$ cat src/rtl/sha256_seq_pkg.sv
// ----------------------------------------------------------------------------
// sha256_seq_pkg
// Shared constants and types for the SHA-256 block sequencer.
//   seq_state_e    : sequencer FSM state encoding (IDLE, LOAD, KICK, RUN)
//   WORDS_PER_BLOCK: 32-bit words per 512-bit message block
//   TIMEOUT_CYCLES : RUN cycles allowed without core_done before the watchdog
//                    abandons the message
// ----------------------------------------------------------------------------
package sha256_seq_pkg;

  typedef enum logic [1:0] {
    ST_IDLE = 2'd0,
    ST_LOAD = 2'd1,
    ST_KICK = 2'd2,
    ST_RUN  = 2'd3
  } seq_state_e;

  localparam int WORDS_PER_BLOCK = 16;
  localparam int TIMEOUT_CYCLES  = 1024;

  localparam int WORD_CNT_W = $clog2(WORDS_PER_BLOCK);
  localparam int WD_CNT_W   = $clog2(TIMEOUT_CYCLES);

  // Terminal counts, pre-sized so comparisons stay width-matched.
  localparam logic [WORD_CNT_W-1:0] LAST_WORD = WORD_CNT_W'(WORDS_PER_BLOCK - 1);
  localparam logic [WD_CNT_W-1:0]   WD_LAST   = WD_CNT_W'(TIMEOUT_CYCLES - 1);

endpackage

$ cat src/rtl/sha256_block_sequencer_if.sv
// ----------------------------------------------------------------------------
// sha256_block_sequencer_if
// Bundles the message-word stream, the compression-core side and the status
// outputs of the sequencer.
//   Stream in : start, abort, num_blocks, in_data, in_valid -> in_ready
//   Core side : core_word, core_word_addr, core_we, core_start, core_first
//               <- core_done, core_hash
//   Status    : busy, done, hash_out, timeout
// Modports:
//   slave  - the sequencer itself
//   master - the environment driving the sequencer (host + core)
// ----------------------------------------------------------------------------
interface sha256_block_sequencer_if;

  logic         start;
  logic         abort;
  logic [7:0]   num_blocks;
  logic [31:0]  in_data;
  logic         in_valid;
  logic         in_ready;

  logic [31:0]  core_word;
  logic [3:0]   core_word_addr;
  logic         core_we;
  logic         core_start;
  logic         core_first;
  logic         core_done;
  logic [255:0] core_hash;

  logic         busy;
  logic         done;
  logic [255:0] hash_out;
  logic         timeout;

  modport slave (
    input  start, abort, num_blocks, in_data, in_valid, core_done, core_hash,
    output in_ready, core_word, core_word_addr, core_we, core_start,
           core_first, busy, done, hash_out, timeout
  );

  modport master (
    output start, abort, num_blocks, in_data, in_valid, core_done, core_hash,
    input  in_ready, core_word, core_word_addr, core_we, core_start,
           core_first, busy, done, hash_out, timeout
  );

endinterface

$ cat src/rtl/sha256_block_sequencer.sv
// ----------------------------------------------------------------------------
// sha256_block_sequencer
// Feeds a multi-block message into a SHA-256 compression core one 512-bit
// block at a time: streams 16 words into the core's schedule memory, kicks the
// core, waits for it, and repeats until num_blocks blocks are done. The final
// digest is captured in hash_out and announced with a one-cycle done pulse.
// A watchdog abandons the message if the core never answers.
// Ports:
//   clk     - rising-edge system clock
//   reset_n - asynchronous active-low reset
//   bus     - sha256_block_sequencer_if.slave (stream, core and status signals)
// ----------------------------------------------------------------------------
module sha256_block_sequencer
  import sha256_seq_pkg::*;
(
  input  logic                      clk,
  input  logic                      reset_n,
  sha256_block_sequencer_if.slave   bus
);

  seq_state_e              state_q, state_d;
  logic [7:0]              nblk_q, nblk_d;
  logic [7:0]              blk_cnt_q, blk_cnt_d;
  logic [WORD_CNT_W-1:0]   word_cnt_q, word_cnt_d;
  logic [WD_CNT_W-1:0]     wd_cnt_q, wd_cnt_d;
  logic                    core_first_q, core_first_d;
  logic                    core_start_q, core_start_d;
  logic                    done_q, done_d;
  logic                    timeout_q, timeout_d;
  logic [255:0]            hash_q, hash_d;

  logic                    in_load;
  logic                    accept;
  logic                    last_block;

  assign in_load    = (state_q == ST_LOAD);
  assign accept     = in_load && bus.in_valid;
  // Widened so num_blocks = 255 cannot wrap the comparison.
  assign last_block = ({1'b0, blk_cnt_q} + 9'd1) == {1'b0, nblk_q};

  always_comb begin
    state_d      = state_q;
    nblk_d       = nblk_q;
    blk_cnt_d    = blk_cnt_q;
    word_cnt_d   = word_cnt_q;
    wd_cnt_d     = wd_cnt_q;
    core_first_d = core_first_q;
    core_start_d = 1'b0;
    done_d       = 1'b0;
    timeout_d    = timeout_q;
    hash_d       = hash_q;

    if (bus.abort) begin
      // Cancel wins over every other transition; the last good digest and
      // the sticky timeout flag are preserved.
      state_d      = ST_IDLE;
      blk_cnt_d    = '0;
      word_cnt_d   = '0;
      wd_cnt_d     = '0;
      core_first_d = 1'b0;
    end else begin
      unique case (state_q)
        ST_IDLE: begin
          if (bus.start && (bus.num_blocks != 8'd0)) begin
            nblk_d       = bus.num_blocks;
            blk_cnt_d    = '0;
            word_cnt_d   = '0;
            timeout_d    = 1'b0;
            core_first_d = 1'b1;
            state_d      = ST_LOAD;
          end
        end
        ST_LOAD: begin
          if (accept) begin
            if (word_cnt_q == LAST_WORD) begin
              word_cnt_d   = '0;
              state_d      = ST_KICK;
              // Registered so the pulse coincides exactly with the KICK cycle.
              core_start_d = 1'b1;
            end else begin
              word_cnt_d = word_cnt_q + 1'b1;
            end
          end
        end
        ST_KICK: begin
          wd_cnt_d = '0;
          state_d  = ST_RUN;
        end
        ST_RUN: begin
          if (bus.core_done) begin
            if (last_block) begin
              hash_d    = bus.core_hash;
              done_d    = 1'b1;
              blk_cnt_d = '0;
              state_d   = ST_IDLE;
            end else begin
              blk_cnt_d    = blk_cnt_q + 8'd1;
              core_first_d = 1'b0;
              state_d      = ST_LOAD;
            end
          end else if (wd_cnt_q == WD_LAST) begin
            // Core answered on none of the allowed cycles: give up silently.
            timeout_d = 1'b1;
            wd_cnt_d  = '0;
            blk_cnt_d = '0;
            state_d   = ST_IDLE;
          end else begin
            wd_cnt_d = wd_cnt_q + 1'b1;
          end
        end
        default: state_d = ST_IDLE;
      endcase
    end
  end

  always_ff @(posedge clk or negedge reset_n) begin
    if (!reset_n) begin
      state_q      <= ST_IDLE;
      nblk_q       <= '0;
      blk_cnt_q    <= '0;
      word_cnt_q   <= '0;
      wd_cnt_q     <= '0;
      core_first_q <= 1'b0;
      core_start_q <= 1'b0;
      done_q       <= 1'b0;
      timeout_q    <= 1'b0;
      hash_q       <= '0;
    end else begin
      state_q      <= state_d;
      nblk_q       <= nblk_d;
      blk_cnt_q    <= blk_cnt_d;
      word_cnt_q   <= word_cnt_d;
      wd_cnt_q     <= wd_cnt_d;
      core_first_q <= core_first_d;
      core_start_q <= core_start_d;
      done_q       <= done_d;
      timeout_q    <= timeout_d;
      hash_q       <= hash_d;
    end
  end

  // Write path is combinational so a word lands in the schedule memory in the
  // same cycle it is accepted. Outside LOAD the word/address are forced to 0
  // so every output reads 0 while idle or in reset.
  assign bus.in_ready       = in_load;
  assign bus.core_we        = accept;
  assign bus.core_word      = in_load ? bus.in_data : 32'h0;
  assign bus.core_word_addr = in_load ? word_cnt_q : 4'h0;
  assign bus.core_start     = core_start_q;
  assign bus.core_first     = core_first_q;
  assign bus.busy           = (state_q != ST_IDLE);
  assign bus.done           = done_q;
  assign bus.hash_out       = hash_q;
  assign bus.timeout        = timeout_q;

endmodule

$ cat src/flat_wrapper.sv
// flat-port wrapper written by rule: the top's interface ports become plain ports
module sha256_block_sequencer_flat import sha256_seq_pkg::*;
  (clk, reset_n, bus_start, bus_abort, bus_num_blocks, bus_in_data, bus_in_valid, bus_core_done, bus_core_hash, bus_in_ready, bus_core_word, bus_core_word_addr, bus_core_we, bus_core_start, bus_core_first, bus_busy, bus_done, bus_hash_out, bus_timeout);
  sha256_block_sequencer_if bus_i ();
  input  logic clk;
  input  logic reset_n;
  input wire logic [$bits(bus_i.start)-1:0] bus_start;
  input wire logic [$bits(bus_i.abort)-1:0] bus_abort;
  input wire logic [$bits(bus_i.num_blocks)-1:0] bus_num_blocks;
  input wire logic [$bits(bus_i.in_data)-1:0] bus_in_data;
  input wire logic [$bits(bus_i.in_valid)-1:0] bus_in_valid;
  input wire logic [$bits(bus_i.core_done)-1:0] bus_core_done;
  input wire logic [$bits(bus_i.core_hash)-1:0] bus_core_hash;
  output wire logic [$bits(bus_i.in_ready)-1:0] bus_in_ready;
  output wire logic [$bits(bus_i.core_word)-1:0] bus_core_word;
  output wire logic [$bits(bus_i.core_word_addr)-1:0] bus_core_word_addr;
  output wire logic [$bits(bus_i.core_we)-1:0] bus_core_we;
  output wire logic [$bits(bus_i.core_start)-1:0] bus_core_start;
  output wire logic [$bits(bus_i.core_first)-1:0] bus_core_first;
  output wire logic [$bits(bus_i.busy)-1:0] bus_busy;
  output wire logic [$bits(bus_i.done)-1:0] bus_done;
  output wire logic [$bits(bus_i.hash_out)-1:0] bus_hash_out;
  output wire logic [$bits(bus_i.timeout)-1:0] bus_timeout;
  assign bus_i.start = bus_start;
  assign bus_i.abort = bus_abort;
  assign bus_i.num_blocks = bus_num_blocks;
  assign bus_i.in_data = bus_in_data;
  assign bus_i.in_valid = bus_in_valid;
  assign bus_i.core_done = bus_core_done;
  assign bus_i.core_hash = bus_core_hash;
  assign bus_in_ready = bus_i.in_ready;
  assign bus_core_word = bus_i.core_word;
  assign bus_core_word_addr = bus_i.core_word_addr;
  assign bus_core_we = bus_i.core_we;
  assign bus_core_start = bus_i.core_start;
  assign bus_core_first = bus_i.core_first;
  assign bus_busy = bus_i.busy;
  assign bus_done = bus_i.done;
  assign bus_hash_out = bus_i.hash_out;
  assign bus_timeout = bus_i.timeout;
  sha256_block_sequencer u_core (.clk(clk), .reset_n(reset_n), .bus(bus_i));
endmodule
$ cat config.mk
export PLATFORM = sky130hd
export DESIGN_NAME = sha256_block_sequencer_flat
export DESIGN_NICKNAME = d
export VERILOG_FILES = /design/src/rtl/sha256_seq_pkg.sv /design/src/rtl/sha256_block_sequencer_if.sv /design/src/rtl/sha256_block_sequencer.sv /design/src/flat_wrapper.sv
export SDC_FILE = /design/constraint.sdc
export NUM_CORES = 1
export LEC_CHECK = 0
export CAP_MARGIN = 20
export CORE_AREA = 10 10 227 229
export CTS_CLUSTER_SIZE = 20
export DETAILED_ROUTE_END_ITERATION = 16
export DIE_AREA = 0 0 237 239
export PLACE_DENSITY = 0.65
export SLEW_MARGIN = 0
export SYNTH_ARGS = -nofsm -noshare
export SYNTH_HDL_FRONTEND = slang
export SYNTH_SLANG_ARGS = --single-unit
$ cat constraint.sdc
create_clock -name clk -period 3.8 [get_ports clk]
set_clock_uncertainty 0.2 [all_clocks]
set_input_delay 0.57 -clock clk [delete_from_list [all_inputs] [get_ports clk]]
set_output_delay 0.57 -clock clk [all_outputs]
set_load 0.01 [all_outputs]
* Yosys cells after proc, flatten, opt, wreduce, memory -nomap -nowiden
Cells that the tools add are included.
Storage, ports and cells: input bits 302, register bits 292
Operators by class: add/sub/neg operators 4, reduce and logical (&&, ||, !) cells 17, muxes and demuxes 42, bitwise gates (word level) 1, equality and inequality tests 16
Operators by type and width (number):
- 8-bit 2-to-1 mux | 5
- 32-bit 2-to-1 mux | 1
- 10-bit 2-to-1 mux | 3
- 4-bit 2-to-1 mux | 5
- 10-bit one-hot mux with 2 select lines | 1
- 1-bit 2-to-1 mux | 16
- 8-bit one-hot mux with 2 select lines | 1
- 3-bit inequality test, second input constant | 5
- 2-bit 2-to-1 mux | 6
- 4-bit AND reduction | 3
- 10-bit by 1-bit adder with 10-bit output, second input constant | 1
- 10-bit equality test, second input constant | 1
- 8-bit by 1-bit adder with 9-bit output, second input constant | 1
- 9-bit by 8-bit equality test with 1-bit output | 1
- 3-bit AND reduction | 3
- 3-bit nonzero test | 3
- 8-bit by 1-bit adder with 8-bit output, second input constant | 1
- 2-bit one-hot mux with 4 select lines | 1
- 4-bit one-hot mux with 2 select lines | 1
- 8-bit nonzero test | 1
- 5-bit AND reduction | 1
- 4-bit by 1-bit adder with 4-bit output, second input constant | 1
- 2-bit equality test, second input constant | 2
- 4-bit equality test, second input constant | 1
- 11 further kinds | 15

* Longest topological paths before layout
depth after elaboration 6, mapped depth 9, mapped depth without buffers 8

* Worst setup path after synthesis
Ideal clock, no wire load.
path kind reg-to-reg, from register u_core.blk_cnt_q[0], to register u_core.hash_q[0], in the netlist u_core.bus.hash_out[0], slack 1.394 ns, data required time 3.473 ns, arrival time 2.079 ns, buffers on the path 2, stages on the path, launching flop included 10, library setup time 0.127 ns, path through dfrtp_1 -> ha_1 -> nand3_1 -> xnor2_1 -> nand4_1 -> nor2_2 -> nand4_2 -> buf_4 -> buf_6 -> mux2_1
Between the ends: cells in the longest elaborated chain, start to end 3
RTL lines:
- start: declaration | line sha256_block_sequencer.sv:23 | logic [7:0] blk_cnt_q, blk_cnt_d;
- start signal: assignment | line sha256_block_sequencer.sv:131 | blk_cnt_q <= blk_cnt_d;
- 8-bit by 1-bit adder with 9-bit output | line sha256_block_sequencer.sv:39 | assign last_block = ({1'b0, blk_cnt_q} + 9'd1) == {1'b0, nblk_q};
- 9-bit by 8-bit equality test with 1-bit output | line sha256_block_sequencer.sv:39
- 4-bit AND reduction (no line)
- end signal: assignment | line sha256_block_sequencer.sv:138 | hash_q <= hash_d;
- end: declaration | line sha256_block_sequencer.sv:30 | logic [255:0] hash_q, hash_d;
No other way between the ends. A chain may end at the register's enable or synchronous reset.

* Worst setup path in the final report
from register u_core.blk_cnt_q[0], to register u_core.hash_q[189], in the netlist u_core.bus.hash_out[189]
Same word-level chain as after synthesis.

==> flow_summary.yaml <==
outcome:
  outcome: "completed"
detailed_routing:
  vias_per_cell: 4.309
  drc: 0
  drtPass1Iterations: 4
  drt-total-wl_mm: 41.76
  ant_nets: 0
  route.detailed.wl_per_inst_um: 20.29
  dr_total_vias: 8867
  initialDrtViolationCount: 272
clock_network:
  clock_latency_ns: 0.53
  htreeDepth: 2
  root_buffer: "clkbuf_16"
  cts.sinks: 292
  numCtsBuffers: 35
  cts_buffer_depth: 3
  clkTransAtPathRegs_ns: 0.06
  cts_tree: "built"
sta:
  holdWs_ns: 0.2861
  rsz0062_at_grt: "false"
  final_max_slew_viol_count: 0
  layout_setup_ws_ns: 0.7777
  worstMarginPinSlew_ns: 0.8888
  fin_crit_sh_pct: 79.54
  min_period_ns: 3.022
  slew_headroom_pct: 40.75
  fmax_mhz: 330.9
  setup_viol: 0
  hold_viol_final: 0
  tns_ns: 0
power:
  leakage_nw: 9.234
  p_per_area_nw_per_um2: 410.3
  vdd_drop_max_v: 0.0003269
critical_path:
  required_ns: 4.01
  critPathMaxFanout: 42
  startpoint_type: "register"
  path_class: "register to register"
  crit_arrival_ns: 3.23
  crit_chain: "ha_1 > nor2_1 > o32a_1 > o22ai_2 > nor2_2 > nand4_4 > buf_12 > buf_4 > mux2_2"
  crit_slowest_cell: "buf_4"
  rrSetupSlack_ns: 0.78
  end_kind: "register"
  slowest_delay_ns: 0.48
cells_and_area:
  layout_commonest_cell: "clkdlybuf4s50_1"
  final-seq-area_um2: 7307
  fillCellCount: 4414
  nets: 1729
  synthToLayoutAreaGrowth_pct: 65.11
  final_util_pct: 41.90
  drive_above_1_share_pct: 6.722
  multiInputGateArea_um2: 4294
  layout_common_cells: "599 x clkdlybuf4s50_1, 292 x dfrtp_1, 240 x mux2_1"
  n_antenna_cell: 0
  fin_cells: 2058
yosys:
  yosys_register_bits: 292
  yosysUniqueCellTypes: 50
  synth_edf_count: 0
  synthArstFlopShare_pct: 100.0
  synthesis.area_um2: 11960
  synth_ff_type: "dfrtp_1"
  synth_cells: 805
  avgSynthCellArea_um2: 14.86
  yosys_warnings: 0
  syn_nets: 1115
  ys_seq_area_share_pct: 61.08
global_routing:
  grt_pass1_vias: 9828
  overflow: 0
  antenna_found_initial: 2
  grt_pass1_wl_mm: 63.04
  track_usage_pct: 14.25
  grt_max_degree: 110
floorplanning:
  rows: 80
  start_util_pct: 25.38
  die_area_um2: 56640
  die_w_um: 237
  coreArea_um2: 47150
  die_h_um: 239
  io_pins: 601
min_path:
  hold_class: "register to register"
place:
  pre_cts_ws_ns: 0.7413
  dp_hpwl_mm: 33.12
  routabilityCongestion: 0.7999
  dp.cells: 1996
  port_buffers: 600
flow_run:
  cap_violations: 0
## kinds of logic (layout without fill, tap and decap cells)
logic type / after synthesis / in the layout / synth area share, %
DFF: 292 / 292 / 61.08
muxes: 264 / 264 / 24.85
and+or+nand+nor: 126 / 126 / 5.721
AOI/OAI and AO/OA: 52 / 52 / 3.096
buffers and inverters: 45 / 683 / 3.106
xor gates and xnor gates: 18 / 18 / 1.318
adders and majority gates: 8 / 8 / 0.8367
## power by group
part           internal [mW]  leakage (nW)  switching, mW  total, mW
logic                  0.828          4.62          0.598       1.43
clock network           2.02         0.561           1.31       3.33
registers               3.25          4.06         0.0990       3.35
total                   6.09          9.23           2.01       8.10
## what timing repair did
item | 4_1_cts | 5_1_grt
hold endpoints to repair | 86 | 0
hold buffers | 1 | 0
resized for setup | 0 | 0
buffers inserted | 0 | 0
## per-layer routing
layer | global-route usage [%] | part of all wire, % | vias up | routed length [µm]
met5 | 0 | 0.062 | - | 26
met4 | 3.822 | 2.0 | 4 | 816
met3 | 5.561 | 9.2 | 56 | 3859
met2 | 25.21 | 51 | 381 | 21430
met1 | 15.59 | 37 | 4366 | 15630
li1 | - | - | 4060 | -
## metrics by stage
| stage | power, mW | instance area [µm²] |
|---|---|---|
| finish | 8.105 | 19750 |
| global route | 8.498 | 19750 |
| CTS | 8.255 | 19750 |
| detailed placement | 4.843 | 18600 |
| global placement | 4.833 | 18600 |
| floorplan | 3.949 | 11960 |
## worst max-delay path, delay by kind of cell (launching register included)
| kind | cells | cell delay (ns) |
|---|---|---|
| compound gates | 2 | 0.49 |
| fa+ha+maj | 1 | 0.30 |
| buf+inv | 2 | 0.73 |
| flops | 1 | 0.45 |
| mux | 1 | 0.39 |
| simple gates | 3 | 0.31 |
## cell type report
cell class | instances | share of cell area (%)
clock buffers | 53 | 5.238
clock inverters | 8 | 0.5511
inverters | 7 | 0.1330
multi-input cells | 468 | 21.74
flip-flops and latches | 292 | 36.99
well taps | 615 | 3.895
repair buffers | 615 | 31.45
## worst paths after layout
kind	start	endpoint	cells past startpoint
worst min register to register	u_core.bus.hash_out[61]	u_core.bus.hash_out[61]	1
min in group asynchronous	reset_n	u_core.bus.hash_out[87]	2
max in group asynchronous	reset_n	u_core.bus.hash_out[39]	3
worst max-delay path	u_core.blk_cnt_q[0]	u_core.bus.hash_out[189]	9
worst max register to register	u_core.blk_cnt_q[0]	u_core.bus.hash_out[189]	9
worst min-delay path	u_core.bus.hash_out[61]	u_core.bus.hash_out[61]	1
## cells in the mapped netlist, drive strengths merged, types with 7 or more instances
| cell | instances | area (µm²) |
|---|---|---|
| dfrtp | 292 | 7307 |
| mux2 | 264 | 2973 |
| buf | 32 | 322.8 |
| xor2 | 9 | 78.83 |
| inv | 7 | 26.28 |
| ha | 8 | 100.1 |
| a21oi | 11 | 58.81 |
| o21ai | 12 | 63.81 |
| nor2 | 17 | 66.32 |
| and2 | 38 | 237.7 |
| nand2 | 28 | 105.1 |
| xnor2 | 9 | 78.83 |
## flip-flops by register name, summed over array words and instances, names as in the netlist
signal	flops
u_core.blk_cnt_q	8
u_core.bus.done	1
u_core.bus.timeout	1
u_core.wd_cnt_q	10
u_core.bus.hash_out	256
u_core.nblk_q	8
u_core.state_q	2
u_core.word_cnt_q	4
u_core.bus.core_first	1
u_core.bus.core_start	1
No activity file was read; power rests on OpenSTA's default activity.
